### src/rtl/note_lane_engine_pkg.sv
// note_engine_pkg: shared types for the note lane engine.
//   judge_e      - encoding of the judge_result output
//   slot_state_e - per-slot occupancy state
//   slot_t       - per-slot record (state, lane, y)
//   sat_add16    - 16-bit saturating add used for score and miss counters
package note_engine_pkg;

  typedef enum logic [1:0] {
    JUDGE_MISS  = 2'b00,
    JUDGE_HIT   = 2'b01,
    JUDGE_WRONG = 2'b10,
    JUDGE_EMPTY = 2'b11
  } judge_e;

  typedef enum logic {
    SLOT_IDLE = 1'b0,
    SLOT_FALL = 1'b1
  } slot_state_e;

  // Lane field is sized for up to 16 lanes; narrower lane indices are
  // zero-extended into it.
  localparam int LANE_FIELD_W = 4;
  localparam int Y_W          = 10;

  typedef struct packed {
    slot_state_e             state;
    logic [LANE_FIELD_W-1:0] lane;
    logic [Y_W-1:0]          y;
  } slot_t;

  function automatic logic [15:0] sat_add16(input logic [15:0] a, input logic [15:0] b);
    logic [16:0] s;
    s = {1'b0, a} + {1'b0, b};
    return s[16] ? 16'hFFFF : s[15:0];
  endfunction

endpackage

### src/rtl/note_lane_engine_if.sv
// note_lane_engine_if: spawn / key / judgement handshake bundle.
//   spawn_valid, spawn_lane, spawn_ready - new-note handshake
//   key_valid, key_lane                  - one-cycle key press event
//   judge_valid, judge_result            - registered judgement output
// master: the note source / player side; slave: the engine.
interface note_lane_engine_if #(
  parameter int LW = 2
);
  logic          spawn_valid;
  logic [LW-1:0] spawn_lane;
  logic          spawn_ready;
  logic          key_valid;
  logic [LW-1:0] key_lane;
  logic          judge_valid;
  logic [1:0]    judge_result;

  modport master (
    output spawn_valid, spawn_lane, key_valid, key_lane,
    input  spawn_ready, judge_valid, judge_result
  );

  modport slave (
    input  spawn_valid, spawn_lane, key_valid, key_lane,
    output spawn_ready, judge_valid, judge_result
  );
endinterface

### src/rtl/note_lane_engine_slot.sv
// note_slot: one falling-note slot.
//   clk, reset  - clock, synchronous active-high reset
//   spawn       - load the slot as FALL at y=0 with spawn_lane
//   tick        - frame tick: advance y by FALL_STEP while falling
//   kill        - note was hit: return to IDLE (wins over tick)
//   rec         - current slot record
//   expire      - combinational: this tick pushes the note off screen
module note_slot
  import note_engine_pkg::*;
#(
  parameter int LW        = 2,
  parameter int SCREEN_H  = 480,
  parameter int FALL_STEP = 1
) (
  input  logic          clk,
  input  logic          reset,
  input  logic          spawn,
  input  logic [LW-1:0] spawn_lane,
  input  logic          tick,
  input  logic          kill,
  output slot_t         rec,
  output logic          expire
);

  logic [Y_W:0] y_next;

  always_comb begin
    y_next = {1'b0, rec.y} + (Y_W + 1)'(FALL_STEP);
    expire = tick && (rec.state == SLOT_FALL) && !kill && (int'(y_next) >= SCREEN_H);
  end

  always_ff @(posedge clk) begin
    if (reset) begin
      rec <= '{state: SLOT_IDLE, lane: '0, y: '0};
    end else if (kill) begin
      rec.state <= SLOT_IDLE;
      rec.y     <= '0;
    end else if (spawn) begin
      rec <= '{state: SLOT_FALL, lane: LANE_FIELD_W'(spawn_lane), y: '0};
    end else if (tick && rec.state == SLOT_FALL) begin
      if (expire) begin
        rec.state <= SLOT_IDLE;
        rec.y     <= '0;
      end else begin
        rec.y <= y_next[Y_W-1:0];
      end
    end
  end

endmodule

### src/rtl/note_lane_engine.sv
// note_lane_engine: rhythm-game note engine (falling notes, key judgement,
// sprite pixel lookup, score keeping).
//   clk, reset            - clock, synchronous active-high reset
//   frame_tick            - one-cycle pulse between frames
//   bus (slave)           - spawn handshake, key events, judgement output
//   pix_x, pix_y          - raster position
//   pix_hit/lane/u/v      - registered sprite hit and sprite-local offsets
//   score, miss_count     - saturating 16-bit counters
//   combo                 - consecutive-hit counter
// Build option: NOTE_ENGINE_COMBO_EN enables combo tracking and the combo
// score bonus; without it every HIT scores 1 and combo stays 0.
module note_lane_engine
  import note_engine_pkg::*;
#(
  parameter int  NUM_LANES   = 4,
  parameter int  NUM_SLOTS   = 4,
  parameter int  LANE_X0     = 160,
  parameter int  LANE_PITCH  = 80,
  parameter int  SPRITE_SIZE = 50,
  parameter int  SCREEN_H    = 480,
  parameter int  HIT_LINE    = 400,
  parameter int  HIT_WINDOW  = 40,
  parameter int  FALL_STEP   = 1,
  localparam int LW          = (NUM_LANES > 1) ? $clog2(NUM_LANES) : 1
) (
  input  logic                clk,
  input  logic                reset,
  input  logic                frame_tick,
  note_lane_engine_if.slave   bus,
  input  logic [9:0]          pix_x,
  input  logic [8:0]          pix_y,
  output logic                pix_hit,
  output logic [LW-1:0]       pix_lane,
  output logic [5:0]          pix_u,
  output logic [5:0]          pix_v,
  output logic [15:0]         score,
  output logic [15:0]         miss_count,
  output logic [7:0]          combo
);

  localparam int SW     = (NUM_SLOTS > 1) ? $clog2(NUM_SLOTS) : 1;
  localparam int HIT_LO = HIT_LINE - HIT_WINDOW;
  localparam int HIT_HI = HIT_LINE + HIT_WINDOW;

  slot_t                recs [NUM_SLOTS];
  logic [NUM_SLOTS-1:0] spawn_sel;
  logic [NUM_SLOTS-1:0] kill_sel;
  logic [NUM_SLOTS-1:0] expire_v;

  logic          found_idle;
  logic [SW-1:0] idle_idx;
  logic          spawn_ok;

  logic           tgt_found;
  logic [SW-1:0]  tgt_idx;
  logic [Y_W-1:0] tgt_y;
  logic           tgt_match;
  logic           key_hit;
  logic           key_wrong;
  logic [15:0]    exp_cnt;
  logic [15:0]    score_inc;
  logic [7:0]     combo_next;
  judge_e         judge_next;
  judge_e         judge_result_q;
  logic           judge_valid_q;

  logic          pix_hit_c;
  logic [LW-1:0] pix_lane_c;
  logic [5:0]    pix_u_c;
  logic [5:0]    pix_v_c;
  int            x0;
  int            dx;
  int            dy;

  for (genvar g = 0; g < NUM_SLOTS; g++) begin : g_slot
    note_slot #(
      .LW        (LW),
      .SCREEN_H  (SCREEN_H),
      .FALL_STEP (FALL_STEP)
    ) u_slot (
      .clk        (clk),
      .reset      (reset),
      .spawn      (spawn_sel[g]),
      .spawn_lane (bus.spawn_lane),
      .tick       (frame_tick),
      .kill       (kill_sel[g]),
      .rec        (recs[g]),
      .expire     (expire_v[g])
    );
  end

  // Spawn goes to the lowest-index idle slot; no spawning on a tick cycle.
  always_comb begin
    found_idle = 1'b0;
    idle_idx   = '0;
    for (int i = 0; i < NUM_SLOTS; i++) begin
      if (!found_idle && recs[i].state == SLOT_IDLE) begin
        found_idle = 1'b1;
        idle_idx   = SW'(i);
      end
    end
    spawn_ok  = found_idle && !frame_tick;
    spawn_sel = '0;
    if (bus.spawn_valid && spawn_ok) spawn_sel[idle_idx] = 1'b1;
  end

  assign bus.spawn_ready = spawn_ok;

  // Key target: lowest note on screen (largest y), strict compare keeps the
  // lowest index on ties. Judged against the registered (pre-tick) y.
  always_comb begin
    tgt_found = 1'b0;
    tgt_idx   = '0;
    tgt_y     = '0;
    for (int i = 0; i < NUM_SLOTS; i++) begin
      if (recs[i].state == SLOT_FALL && (!tgt_found || recs[i].y > tgt_y)) begin
        tgt_found = 1'b1;
        tgt_idx   = SW'(i);
        tgt_y     = recs[i].y;
      end
    end
    tgt_match = (recs[tgt_idx].lane == LANE_FIELD_W'(bus.key_lane))
             && (int'(tgt_y) >= HIT_LO) && (int'(tgt_y) <= HIT_HI);
    key_hit   = bus.key_valid && tgt_found && tgt_match;
    key_wrong = bus.key_valid && tgt_found && !tgt_match;
    kill_sel  = '0;
    if (key_hit) kill_sel[tgt_idx] = 1'b1;

    exp_cnt = '0;
    for (int i = 0; i < NUM_SLOTS; i++) exp_cnt = exp_cnt + 16'(expire_v[i]);

    if (bus.key_valid) begin
      judge_next = key_hit ? JUDGE_HIT : (key_wrong ? JUDGE_WRONG : JUDGE_EMPTY);
    end else begin
      judge_next = JUDGE_MISS;
    end
  end

`ifdef NOTE_ENGINE_COMBO_EN
  logic [1:0] bonus;

  // An expiry in the same cycle as a hit counts as happening first.
  always_comb begin
    combo_next = combo;
    if (|expire_v) combo_next = '0;
    if (key_hit) begin
      combo_next = (combo_next == 8'hFF) ? 8'hFF : combo_next + 8'd1;
    end else if (key_wrong) begin
      combo_next = '0;
    end
    bonus     = (combo[7:3] > 5'd3) ? 2'd3 : combo[4:3];
    score_inc = 16'd1 + 16'(bonus);
  end
`else
  always_comb begin
    combo_next = '0;
    score_inc  = 16'd1;
  end
`endif

  // Sprite lookup; descending scan so the lowest index overrides.
  always_comb begin
    pix_hit_c  = 1'b0;
    pix_lane_c = '0;
    pix_u_c    = '0;
    pix_v_c    = '0;
    x0         = 0;
    dx         = 0;
    dy         = 0;
    for (int i = NUM_SLOTS - 1; i >= 0; i--) begin
      x0 = LANE_X0 + int'(recs[i].lane) * LANE_PITCH;
      dx = int'(pix_x) - x0;
      dy = int'(pix_y) - int'(recs[i].y);
      if (recs[i].state == SLOT_FALL && dx >= 0 && dx < SPRITE_SIZE
          && dy >= 0 && dy < SPRITE_SIZE) begin
        pix_hit_c  = 1'b1;
        pix_lane_c = recs[i].lane[LW-1:0];
        pix_u_c    = dx[5:0];
        pix_v_c    = dy[5:0];
      end
    end
  end

  always_ff @(posedge clk) begin
    if (reset) begin
      score          <= '0;
      miss_count     <= '0;
      combo          <= '0;
      judge_valid_q  <= 1'b0;
      judge_result_q <= JUDGE_EMPTY;
      pix_hit        <= 1'b0;
      pix_lane       <= '0;
      pix_u          <= '0;
      pix_v          <= '0;
    end else begin
      if (key_hit) score <= sat_add16(score, score_inc);
      if (|expire_v) miss_count <= sat_add16(miss_count, exp_cnt);
      combo          <= combo_next;
      judge_valid_q  <= bus.key_valid || (|expire_v);
      judge_result_q <= judge_next;
      pix_hit        <= pix_hit_c;
      pix_lane       <= pix_lane_c;
      pix_u          <= pix_u_c;
      pix_v          <= pix_v_c;
    end
  end

  assign bus.judge_valid  = judge_valid_q;
  assign bus.judge_result = judge_result_q;

endmodule

### src/flat_wrapper.sv
// flat-port wrapper written by rule: the top's interface ports become plain ports
module note_lane_engine_flat import note_engine_pkg::*;
#(
  parameter int  NUM_LANES   = 4,
  parameter int  NUM_SLOTS   = 4,
  parameter int  LANE_X0     = 160,
  parameter int  LANE_PITCH  = 80,
  parameter int  SPRITE_SIZE = 50,
  parameter int  SCREEN_H    = 480,
  parameter int  HIT_LINE    = 400,
  parameter int  HIT_WINDOW  = 40,
  parameter int  FALL_STEP   = 1,
  localparam int LW          = (NUM_LANES > 1) ? $clog2(NUM_LANES) : 1
)
  (clk, reset, frame_tick, pix_x, pix_y, pix_hit, pix_lane, pix_u, pix_v, score, miss_count, combo, bus_spawn_valid, bus_spawn_lane, bus_key_valid, bus_key_lane, bus_spawn_ready, bus_judge_valid, bus_judge_result);
  note_lane_engine_if #(.LW(2)) bus_i ();
  input  logic clk;
  input  logic reset;
  input  logic frame_tick;
  input  logic [9:0] pix_x;
  input  logic [8:0] pix_y;
  output logic pix_hit;
  output logic [LW-1:0] pix_lane;
  output logic [5:0] pix_u;
  output logic [5:0] pix_v;
  output logic [15:0] score;
  output logic [15:0] miss_count;
  output logic [7:0] combo;
  input wire logic [$bits(bus_i.spawn_valid)-1:0] bus_spawn_valid;
  input wire logic [$bits(bus_i.spawn_lane)-1:0] bus_spawn_lane;
  input wire logic [$bits(bus_i.key_valid)-1:0] bus_key_valid;
  input wire logic [$bits(bus_i.key_lane)-1:0] bus_key_lane;
  output wire logic [$bits(bus_i.spawn_ready)-1:0] bus_spawn_ready;
  output wire logic [$bits(bus_i.judge_valid)-1:0] bus_judge_valid;
  output wire logic [$bits(bus_i.judge_result)-1:0] bus_judge_result;
  assign bus_i.spawn_valid = bus_spawn_valid;
  assign bus_i.spawn_lane = bus_spawn_lane;
  assign bus_i.key_valid = bus_key_valid;
  assign bus_i.key_lane = bus_key_lane;
  assign bus_spawn_ready = bus_i.spawn_ready;
  assign bus_judge_valid = bus_i.judge_valid;
  assign bus_judge_result = bus_i.judge_result;
  note_lane_engine #(.NUM_LANES(NUM_LANES), .NUM_SLOTS(NUM_SLOTS), .LANE_X0(LANE_X0), .LANE_PITCH(LANE_PITCH), .SPRITE_SIZE(SPRITE_SIZE), .SCREEN_H(SCREEN_H), .HIT_LINE(HIT_LINE), .HIT_WINDOW(HIT_WINDOW), .FALL_STEP(FALL_STEP)) u_core (.clk(clk), .reset(reset), .frame_tick(frame_tick), .bus(bus_i), .pix_x(pix_x), .pix_y(pix_y), .pix_hit(pix_hit), .pix_lane(pix_lane), .pix_u(pix_u), .pix_v(pix_v), .score(score), .miss_count(miss_count), .combo(combo));
endmodule
### config.mk
export PLATFORM = sky130hd
export DESIGN_NAME = note_lane_engine_flat
export DESIGN_NICKNAME = d
export VERILOG_FILES = /design/src/rtl/note_lane_engine_pkg.sv /design/src/rtl/note_lane_engine_if.sv /design/src/rtl/note_lane_engine_slot.sv /design/src/rtl/note_lane_engine.sv /design/src/flat_wrapper.sv
export SDC_FILE = /design/constraint.sdc
export NUM_CORES = 1
export LEC_CHECK = 0
export CAP_MARGIN = 20
export CORE_UTILIZATION = 45
export CTS_CLUSTER_DIAMETER = 80
export DETAILED_ROUTE_END_ITERATION = 16
export DONT_BUFFER_PORTS = 1
export HOLD_SLACK_MARGIN = 0.1
export SLEW_MARGIN = 20
export SYNTH_ARGS = -nofsm -noshare
export SYNTH_HDL_FRONTEND = slang
export SYNTH_SLANG_ARGS = --single-unit
### constraint.sdc
create_clock -name clk -period 6.8 [get_ports clk]
set_clock_uncertainty 0.05 [all_clocks]
set_input_delay 1.36 -clock clk [delete_from_list [all_inputs] [get_ports clk]]
set_output_delay 1.36 -clock clk [all_outputs]
set_load 0.03 [all_outputs]
**After elaboration in Yosys (flattened, before gate mapping)**

Cells that the tools add are included.

- Bits in registers: 102
- Word-level logic and storage cells: 231

- Bitwise operators: 8
- Equal/unequal tests: 1
- Reduce and logical (&&, ||, !) cells: 83
- Add/sub/neg operators: 21
- Multipliers: 4
- $lt $le $gt $ge: 30
- Muxes and demuxes: 64

Operators with widths:

| kind | number |
|---|---|
| greater-or-equal comparator 32 x 1 -> 1 bit (second input constant) | 8 |
| less-than comparator 32 x 7 -> 1 bit (second input constant) | 8 |
| adder 9 x 32 -> 32 bit (first input constant) | 4 |
| subtractor 11 x 32 -> 32 bit | 4 |
| 2-to-1 mux 10 bit | 8 |
| 2-to-1 mux 6 bit | 8 |
| adder 10 x 1 -> 11 bit (second input constant) | 4 |
| greater-or-equal comparator 11 x 9 -> 1 bit (second input constant) | 4 |
| subtractor 9 x 10 -> 11 bit | 4 |
| logical AND 1 bit | 43 |
| adder 16 x 1 -> 16 bit | 2 |
| 2-to-1 mux 16 bit | 2 |
| binary-select mux 15 bit (select 2 bit) | 1 |
| > comparator 10 bit | 3 |
| 2-to-1 mux 1 bit | 29 |
| 2-to-1 mux 14 bit | 2 |
| multiplier 2 x 3 -> 5 bit (second input constant) | 4 |
| 2-to-1 mux 2 bit | 10 |
| adder 16 x 1 -> 17 bit (second input constant) | 1 |
| adder 16 x 16 -> 17 bit | 1 |
| AND reduction 2 bit | 8 |
| nonzero test 2 bit | 8 |
| OR reduction 3 bit | 4 |
| zero test 1 bit | 11 |
| 14 further kinds | 30 |

**Logic depth before layout (Yosys ltp)**

Gate-level depths: netlist of run 1.

- Depth in word-level cells: 30
- Mapped depth: 34
- Gate-level depth less buffers: 25

**Hierarchy**

A second synthesis of run 1 with hierarchy kept.

- Cell total of the unflattened synthesis: 1491
- Area total of the unflattened synthesis: 11717.5 um^2

Modules (own cells, without submodules):

| module | times used | cells an instance | seq. area each (um^2) | area each (um^2) |
|---|---|---|---|---|
| note_lane_engine | 1 | 1127 | 1001.0 | 8629.5 |
| note_slot | 4 | 91 | 260.2 | 772.0 |

**Worst setup path after synthesis of run 1**

Ideal clock, no wire load.

- Path kind: reg-to-reg
- Start: reg u_core.g_slot[0].u_slot.rec[14] (netlist bit)
- End: reg u_core.score[13]
- Arrival: 6.866 ns
- Library setup time: 0.125 ns
- Data required time: 6.625 ns
- Clock period less this slack: 7.041 ns
- Path buffers: 7
- Cell stages (with the launch flop): 32
- Path slack: -0.241 ns
- Cell sequence: dfxtp_1 clkbuf_1 clkbuf_1 nand2_1 ha_1 nand4_1 a211oi_2 a211oi_1 o21a_1 buf_4 a22oi_1 ha_1 a21oi_1 o21ai_0 a2111oi_2 or2_1 clkbuf_1 buf_4 mux2_2 ha_1 nand4_1 a211o_1 o2111a_4 or2_1 buf_6 or3_1 o211ai_2 o221ai_2 or4b_1 buf_2 mux2i_1 nand3_1

- Longest elaborated chain between the ends: 21
- Elaborated cells on any way between the ends: 34
- Those cells by class: order compare (5); eq/ne (1); mux (14); bitwise (1); reduce/logical (13)

Ends and longest elaborated chain:

| item | line | source |
|---|---|---|
| start: declaration | note_lane_engine_slot.sv:21 | `output slot_t rec,` |
| start signal: assignment | note_lane_engine_slot.sv:34 | `rec <= '{state: SLOT_IDLE, lane: '0, y: '0};` |
| start signal: assignment | note_lane_engine_slot.sv:39 | `rec <= '{state: SLOT_FALL, lane: LANE_FIELD_W'(spawn_lane), y: '0};` |
| 2-to-1 mux 10 bit or 2-to-1 mux 1 bit (tied branches) | note_lane_engine.sv:116 | `if (recs[i].state == SLOT_FALL && (!tgt_found \|\| recs[i].y > tgt_y)) begin` |
| > comparator 10 bit or zero test 1 bit (tied branches) | note_lane_engine.sv:116 |  |
| logical OR 1 bit | note_lane_engine.sv:116 |  |
| logical AND 1 bit | note_lane_engine.sv:116 |  |
| 2-to-1 mux 10 bit or 2-to-1 mux 1 bit (tied branches) | note_lane_engine.sv:116 |  |
| > comparator 10 bit or zero test 1 bit (tied branches) | note_lane_engine.sv:116 |  |
| logical OR 1 bit | note_lane_engine.sv:116 |  |
| logical AND 1 bit | note_lane_engine.sv:116 |  |
| (+3 left out) | - |  |
| logical AND 1 bit | note_lane_engine.sv:116 |  |
| 2-to-1 mux 2 bit | note_lane_engine.sv:116 |  |
| NOT 2 -> 3 bit (implied by the code) | note_lane_engine.sv:122 | `tgt_match = (recs[tgt_idx].lane == LANE_FIELD_W'(bus.key_lane))` |
| binary-select mux 15 bit (select 2 bit) | note_lane_engine.sv:122 |  |
| 2-to-1 mux 14 bit (implied by the code) (2 in a row) | note_lane_engine.sv:122 |  |
| equality test 4 x 2 -> 1 bit | note_lane_engine.sv:122 |  |
| logical AND 1 bit (2 in a row) | note_lane_engine.sv:123 | `&& (int'(tgt_y) >= HIT_LO) && (int'(tgt_y) <= HIT_HI);` |
| logical AND 1 bit (*) | note_lane_engine.sv:124 | `key_hit = bus.key_valid && tgt_found && tgt_match;` |
| end signal: assignment | note_lane_engine.sv:196 | `if (key_hit) score <= sat_add16(score, score_inc);` |
| end: declaration | note_lane_engine.sv:36 | `output logic [15:0] score,` |

Mark *: on every way between the ends. The rest lies on a longest branch, timed or not. The select of a mux whose other input is x is not followed.
A chain may end at the register's enable or synchronous reset.

**Worst setup path after layout of run 1**

- Start: reg u_core.g_slot[0].u_slot.rec[14] (netlist bit)
- End: reg u_core.g_slot[1].u_slot.rec[4] (netlist bit)

- Longest elaborated chain between the ends: 26
- Elaborated cells on any way between the ends: 65
- Those cells by class: order compare (9); eq/ne (1); mux (28); bitwise (1); reduce/logical (26)

Ends and longest elaborated chain:

| item | line | source |
|---|---|---|
| 2-to-1 mux 10 bit or 2-to-1 mux 1 bit (tied branches) | note_lane_engine.sv:116 |  |
| > comparator 10 bit or zero test 1 bit (tied branches) | note_lane_engine.sv:116 |  |
| logical OR 1 bit | note_lane_engine.sv:116 |  |
| logical AND 1 bit | note_lane_engine.sv:116 |  |
| 2-to-1 mux 10 bit or 2-to-1 mux 1 bit (tied branches) | note_lane_engine.sv:116 |  |
| > comparator 10 bit or zero test 1 bit (tied branches) | note_lane_engine.sv:116 |  |
| logical OR 1 bit | note_lane_engine.sv:116 |  |
| logical AND 1 bit | note_lane_engine.sv:116 |  |
| (+7 left out) | - |  |
| 2-to-1 mux 14 bit (implied by the code) (2 in a row) | note_lane_engine.sv:122 |  |
| equality test 4 x 2 -> 1 bit | note_lane_engine.sv:122 |  |
| logical AND 1 bit (2 in a row) | note_lane_engine.sv:123 |  |
| logical AND 1 bit | note_lane_engine.sv:124 |  |
| 2-to-1 mux 4 bit | note_lane_engine.sv:127 | `if (key_hit) kill_sel[tgt_idx] = 1'b1;` |
| zero test 1 bit | note_lane_engine_slot.sv:29 | `expire = tick && (rec.state == SLOT_FALL) && !kill && (int'(y_next) >= SCREEN_H);` |
| logical AND 1 bit (2 in a row) | note_lane_engine_slot.sv:29 |  |
| 2-to-1 mux 10 bit | note_lane_engine_slot.sv:41 | `if (expire) begin` |
| end signal: assignment | note_lane_engine_slot.sv:34 |  |
| end signal: assignment | note_lane_engine_slot.sv:39 |  |
| end: declaration | note_lane_engine_slot.sv:21 |  |

Parallel ways exist; a longest one is shown, timed or not. The select of a mux whose other input is x is not followed.

==> results.py, run 1 <==
metrics = {
    "run_status": {
        "status": "finished clean",
    },
    "timing": {
        "timing.fmax_ghz": 0.151,
        "hold_viol_final": 0,
        "slew_headroom_pct": 22.5,
        "worst_pin_slew_ns": 1.15,
        "layout_setup_ws_ns": 0.197,
        "min_period_over_period_pct": 97.1,
        "final_max_slew_viol_count": 0,
        "tns_ns": 0,
        "setup_viol": 0,
        "period_needed_ns": 6.60,
    },
    "floorplanning": {
        "dieArea_um2": 22200,
        "initial_utilization_pct": 46.1,
        "die_y_um": 149,
        "die_w_um": 149,
        "ioPinCount": 87,
        "core_area_um2": 21100,
        "rows": 53,
    },
    "yosys": {
        "ys_top_cells_by_count": "ha_1 (124), inv_1 (108), dfxtp_1 (102), nor2_1 (96), a21oi_1 (91)",
        "synth_seq_area_share_pct": 21.0,
        "yosys-top-cells-area": "dfxtp_1 (21%), ha_1 (16%), a21oi_1 (4.7%), inv_1 (4.2%), nor2_1 (3.7%)",
        "synth_top_family_by_area": "compound AO/OA/AOI/OAI gates",
        "yosys.area.top_type_share_pct": 21.0,
        "yosysWarnings": 0,
        "syn_area_per_cell_um2": 7.89,
        "ys_types": 90,
        "synthMuxAreaShare_pct": 3.29,
        "yosys.cell_count.top_type": "ha_1",
        "synthAdderAreaFrac_pct": 17.2,
        "syn_inst": 1233,
        "syn_area_um2": 9720,
        "ys_ff_latch": 102,
        "synthSimpleGateAreaFrac_pct": 22.9,
        "synth_compound_area_share_pct": 24.1,
        "synth_xor_xnor_area_share_pct": 4.05,
        "synth_top_flop_cell": "dfxtp_1",
        "async_flop_share_pct": 0,
        "synth_edf_count": 0,
        "synth_top_area_cell": "dfxtp_1",
    },
    "finish": {
        "n_fill_cell": 2061,
        "stdcell_area_um2": 10700,
        "multiInputGateArea_um2": 7120,
        "final-seq-area_um2": 2050,
        "drive_gt1_share_pct": 10.3,
        "areaGrowthSynthToFinish_pct": 9.62,
        "fin_nets": 1403,
        "diodes": 0,
    },
    "setup_path": {
        "endpoint_kind": "flop",
        "path_max_fanout": 24,
        "worstPathRequired_ns": 7.03,
        "cp.arrival_ns": 6.84,
        "cp-start-kind": "flop",
        "crit_type": "reg2reg",
    },
    "cts": {
        "cts_tree": "yes",
        "cts_made_buffers": 9,
        "cts_max_level": 3,
        "cts-root-buf": "clkbuf_16",
        "clk_latency_ns": 0.38,
        "ctsHoldBuffers": 0,
        "clockBufferDepth": 2,
        "clkTransAtPathRegs_ns": 0.08,
        "clkSinkCount": 102,
    },
    "grt": {
        "antenna_found_initial": 0,
        "grt_pass1_vias": 8626,
        "overflow": 0,
        "grt_usage_pct": 26.9,
        "grt_start_max_net_pins": 69,
        "grt_pass1_wl_mm": 46.4,
    },
    "power_and_ir_drop": {
        "peakVddDrop_v": 0.000103,
        "cellPowerDensity_nw_per_um2": 134,
        "total_leakage_power_nw": 4.08,
    },
    "run": {
        "cap_violations": 0,
    },
    "routing": {
        "vias_per_cell": 6.15,
        "drc_errors": 0,
        "num_vias": 9380,
        "drt-initial-drc-count": 575,
        "routed_wl_mm": 29.8,
        "detail_route.first_pass.iterations": 5,
        "drtAntennaViolNets": 0,
        "routedWlPerCell_um": 19.5,
    },
    "hold_path": {
        "holdCritPathClass": "reg2reg",
    },
    "placement": {
        "post-place-ws_ns": -0.220,
        "port_buffers": 0,
        "dpl_cell_area_um2": 10200,
        "hpwl_mm": 23.1,
        "gp_congestion": 0.954,
    },
}
critical path: stages, from the launching register on:
cell,delay [ns]
dfxtp_4,0.38
buf_4,0.13
nand2_1,0.05
ha_1,0.29
nand4_1,0.18
a211oi_2,0.34
a211oi_1,0.11
o21a_4,0.29
a22oi_2,0.26
ha_1,0.29
and4_1,0.21
a2111oi_2,0.44
or2_4,0.27
mux2_2,0.35
ha_1,0.31
nand4_1,0.19
a211o_1,0.33
o2111a_4,0.17
or2_4,0.28
a311o_1,0.32
o311ai_1,0.08
o311a_2,0.29
nor4_4,0.07
buf_12,0.19
a311o_2,0.41
nor3_1,0.22
power breakdown:
group          leakage, nW  internal, W  switching (W)  total [W]
combinational         3.10     0.000108       0.000155   0.000263
clock                0.154     0.000269       0.000297   0.000566
sequential           0.823     0.000600     0.00000553   0.000605
logic make-up after synthesis:
kind of cell,after synthesis
buffers and inverters,167
multiplexers,31
flip-flops,102
AND/OR/NAND/NOR,414
adder cells (fa/ha/maj),130
other,1
AO/OA/AOI/OAI,343
XOR/XNOR,45
cell usage in the layout, fill, tap and decap left out, types with 29 or more instances in the layout:
master,Yosys,final
a21oi_1,91,90
buf_4,13,49
dfxtp_1,102,101
ha_1,124,124
inv_1,108,108
nand2_1,61,61
nand3_1,29,29
nor2_1,96,96
nor3_1,54,53
o21ai_0,61,60
xnor2_1,36,36
cell type report:
cell class / count / area share (%)
multi-input cells: 971 / 66.8
clock inverters: 7 / 0.880
well taps: 275 / 3.23
clock buffers: 9 / 2.11
flip-flops and latches: 102 / 19.2
repair buffers: 53 / 3.98
inverters: 108 / 3.80
sequential cells by signal, summed over array words and instances, names as in the netlist:
register and cells:
u_core.bus.judge_result 2, u_core.bus.judge_valid 1, u_core.g_slot.u_slot.rec 52, u_core.miss_count 16, u_core.pix_hit 1, u_core.pix_lane 2, u_core.pix_u 6, u_core.pix_v 6
u_core.score 16
path summary, 6_finish.rpt:
| kind | cells after the start | slack (ns) | end | from |
|---|---|---|---|---|
| min reg2reg | 2 | 0.48 | u_core.g_slot[0].u_slot.rec[10] | u_core.g_slot[0].u_slot.rec[10] |
| max reg2reg | 25 | 0.20 | u_core.g_slot[1].u_slot.rec[4] | u_core.g_slot[0].u_slot.rec[14] |
| max | 25 | 0.20 | u_core.g_slot[1].u_slot.rec[4] | u_core.g_slot[0].u_slot.rec[14] |
| min | 2 | 0.48 | u_core.g_slot[0].u_slot.rec[10] | u_core.g_slot[0].u_slot.rec[10] |
what timing repair did:
item                       CTS  global route
cloned                       0             1
buffers inserted             1             2
gates resized for setup      2            27
pin swaps                    1             6
setup endpoints to repair   48            56
metal layers:
metal	wire [um]	track usage, %	up-vias	part of all wire (%)
met5	0	0	-	0
met4	1000	10.8	0	3.4
met3	1810	5.38	64	6.1
met2	13100	41.8	321	44
met1	13900	36.3	4426	47
li1	-	-	4569	-
per-stage QoR:
stage / utilization (%) / std cells / hold WS [ns] / total power, W
after floorplan: - / 1240 / 0.411 / 0.000829
after global placement: 48.2 / 1505 / 0.470 / 0.000870
after detailed placement: 48.2 / 1505 / 0.474 / 0.000873
after CTS: 49.9 / 1522 / 0.486 / 0.00143
after global routing: 50.6 / 1525 / 0.522 / 0.00150
final: 50.6 / 1525 / 0.479 / 0.00143
Power figures use the tool's default switching activity.
==> run 2: changes to the inputs <==
--- a/config.mk
+++ b/config.mk
@@ -6,6 +6,7 @@
 export NUM_CORES = 1
 export LEC_CHECK = 0
 export CAP_MARGIN = 20
+export CORE_MARGIN = 2
 export CORE_UTILIZATION = 45
 export CTS_CLUSTER_DIAMETER = 80
 export DETAILED_ROUTE_END_ITERATION = 16
==> constraint.sdc (replaced) <==
create_clock -name clk -period 5.9 [get_ports clk]
set_clock_uncertainty 0.05 [all_clocks]
set_input_delay 1.18 -clock clk [delete_from_list [all_inputs] [get_ports clk]]
set_output_delay 1.18 -clock clk [all_outputs]
set_load 0.03 [all_outputs]
==> results.py, run 2 (synthesis results as in run 1) <==
metrics = {
    "floorplanning": {
        "initial_utilization_pct": 46.1,
        "dieArea_um2": 22800,
        "die_w_um": 151,
        "rows": 53,
        "core_area_um2": 21100,
        "ioPinCount": 87,
        "die_y_um": 151,
    },
    "grt": {
        "overflow": 0,
        "grt_pass1_wl_mm": 48.3,
        "top_usage_layer": "met2",
        "grt_start_max_net_pins": 72,
        "grt_usage_pct": 27.2,
        "use_met2_pct": 43.9,
        "antenna_found_initial": 0,
        "gr-usage-met1_pct": 36.1,
        "use_met3_pct": 5.78,
        "grt_pass1_vias": 8918,
    },
    "timing": {
        "layout_setup_ws_ns": -0.536,
        "final_max_slew_viol_count": 0,
        "hold_viol_final": 0,
        "setup_viol": 58,
        "rsz0062_at_grt": "true",
        "worst_pin_slew_ns": 0.982,
        "period_needed_ns": 6.44,
        "timing.fmax_ghz": 0.155,
        "min_period_over_period_pct": 109,
        "slew_headroom_pct": 34.0,
    },
    "cts": {
        "clockBufferDepth": 2,
        "cts_made_buffers": 9,
        "cts_tree": "yes",
        "clkSinkCount": 102,
        "cts-root-buf": "clkbuf_16",
        "cts_max_level": 3,
        "clk_latency_ns": 0.36,
        "clkTransAtPathRegs_ns": 0.08,
    },
    "routing": {
        "drtAntennaViolNets": 0,
        "drt-initial-drc-count": 518,
        "drc_errors": 0,
        "routedWlPerCell_um": 19.5,
        "vias_per_cell": 6.05,
        "routed_wl_mm": 31.1,
        "detail_route.first_pass.iterations": 5,
        "num_vias": 9633,
    },
    "setup_path": {
        "cp.arrival_ns": 6.67,
        "path_max_fanout": 13,
        "critPathSlowestCell": "dfxtp_4",
        "cp-start-kind": "flop",
        "worstPathRequired_ns": 6.13,
        "critical-path-top-delay-family": "compound AO/OA/AOI/OAI gates",
        "endpoint_kind": "flop",
        "crit_path_max_incr_delay_ns": 0.38,
        "crit_type": "reg2reg",
        "cp_num_buf_inv": 9,
        "critPathMostFrequentCell": "buf_12",
    },
    "finish": {
        "stdcell_area_um2": 11700,
        "areaGrowthSynthToFinish_pct": 20.6,
        "mostFrequentLayoutCells": "ha_1 (109), inv_1 (107), dfxtp_1 (101)",
        "drive_gt1_share_pct": 18.5,
        "fin_util_pct": 55.6,
        "top_regs": "u_core.g_slot.u_slot.rec: 52 flops, u_core.miss_count: 16 flops, u_core.score: 16 flops",
        "max_flop_register": "u_core.g_slot.u_slot.rec",
        "fin_nets": 1470,
        "final_common_cell": "ha_1",
        "largest_reg_flops": 52,
        "diodes": 0,
        "finalNonFillerCells": 1592,
    },
    "placement": {
        "port_buffers": 0,
        "dp_cells": 1544,
        "post-place-ws_ns": -0.572,
        "dpl_cell_area_um2": 10700,
        "gp_congestion": 0.956,
        "hpwl_mm": 23.6,
    },
    "run_status": {
        "status": "finished, violations left",
        "violations": "negative setup slack",
    },
    "power_and_ir_drop": {
        "p_sw_w": 0.000513,
        "peakVddDrop_v": 0.000182,
        "cellPowerDensity_nw_per_um2": 141,
        "comb_power_share_pct": 19.2,
        "pwr-share-seq_pct": 42.3,
        "clock_power_share_pct": 38.5,
        "internal_power_w": 0.00114,
        "totalPowerFinal_w": 0.00165,
        "swShare_pct": 31.1,
        "total_leakage_power_nw": 4.54,
    },
    "hold_path": {
        "holdCritPathClass": "reg2reg",
    },
    "run": {
        "cap_violations": 0,
    },
}
## run 2: layout make-up
| cell class | instances | area (um^2) |
|---|---|---|
| Multi-Input combinational cell | 974 | 7620 |
| Fill cell | 2003 | 9360 |
| Clock buffer | 9 | 225 |
| Timing Repair Buffer | 117 | 995 |
| Tap cell | 275 | 344 |
| Sequential cell | 102 | 2050 |
| Inverter | 108 | 405 |
| Clock inverter | 7 | 91.3 |
## run 2: worst min-delay path, delay by kind of cell (launching register included)
family	cells	cell delay (ns)
DFF	1	0.35
AOI/OAI and AO/OA	2	0.15
## run 2: power by group through the flow
stage          Sequential, W  Clock [W]  Combinational [W]
6_report            0.000697   0.000635           0.000316
5_1_grt             0.000698   0.000676           0.000353
4_1_cts             0.000697   0.000650           0.000312
3_5_place_dp        0.000715          0           0.000296
3_3_place_gp        0.000715          0           0.000294
2_1_floorplan       0.000713          0           0.000250
## run 2: worst paths after layout
| check | start | end | slack, ns | depth (start not counted) |
|---|---|---|---|---|
| worst max-delay path | u_core.g_slot[0].u_slot.rec[14] | u_core.g_slot[1].u_slot.rec[0] | -0.54 | 32 |
| worst min-delay path | u_core.g_slot[0].u_slot.rec[10] | u_core.g_slot[0].u_slot.rec[10] | 0.49 | 2 |
| worst max register to register | u_core.g_slot[0].u_slot.rec[14] | u_core.g_slot[1].u_slot.rec[0] | -0.54 | 32 |
| worst min register to register | u_core.g_slot[0].u_slot.rec[10] | u_core.g_slot[0].u_slot.rec[10] | 0.49 | 2 |
## run 2: per-layer routing
metal	routed length (um)	share of wire, %
met5	0	0
met4	937	3.0
met3	2170	7.0
met2	14100	45
met1	13900	45
## run 2: timing repair
action,in CTS,in global routing
gates resized for setup,49,36
pin swaps,24,31
setup buffers,15,12
hold buffers,0,0
cloned,4,1
endpoints found under the setup margin,58,67
## run 2: per-stage QoR
| stage | hold slack (ns) | setup TNS (ns) |
|---|---|---|
| floorplan | 0.411 | -17.43 |
| global placement | 0.466 | -21.50 |
| detailed placement | 0.474 | -26.18 |
| CTS | 0.486 | -17.70 |
| global route | 0.507 | -44.25 |
| finish | 0.485 | -25.62 |
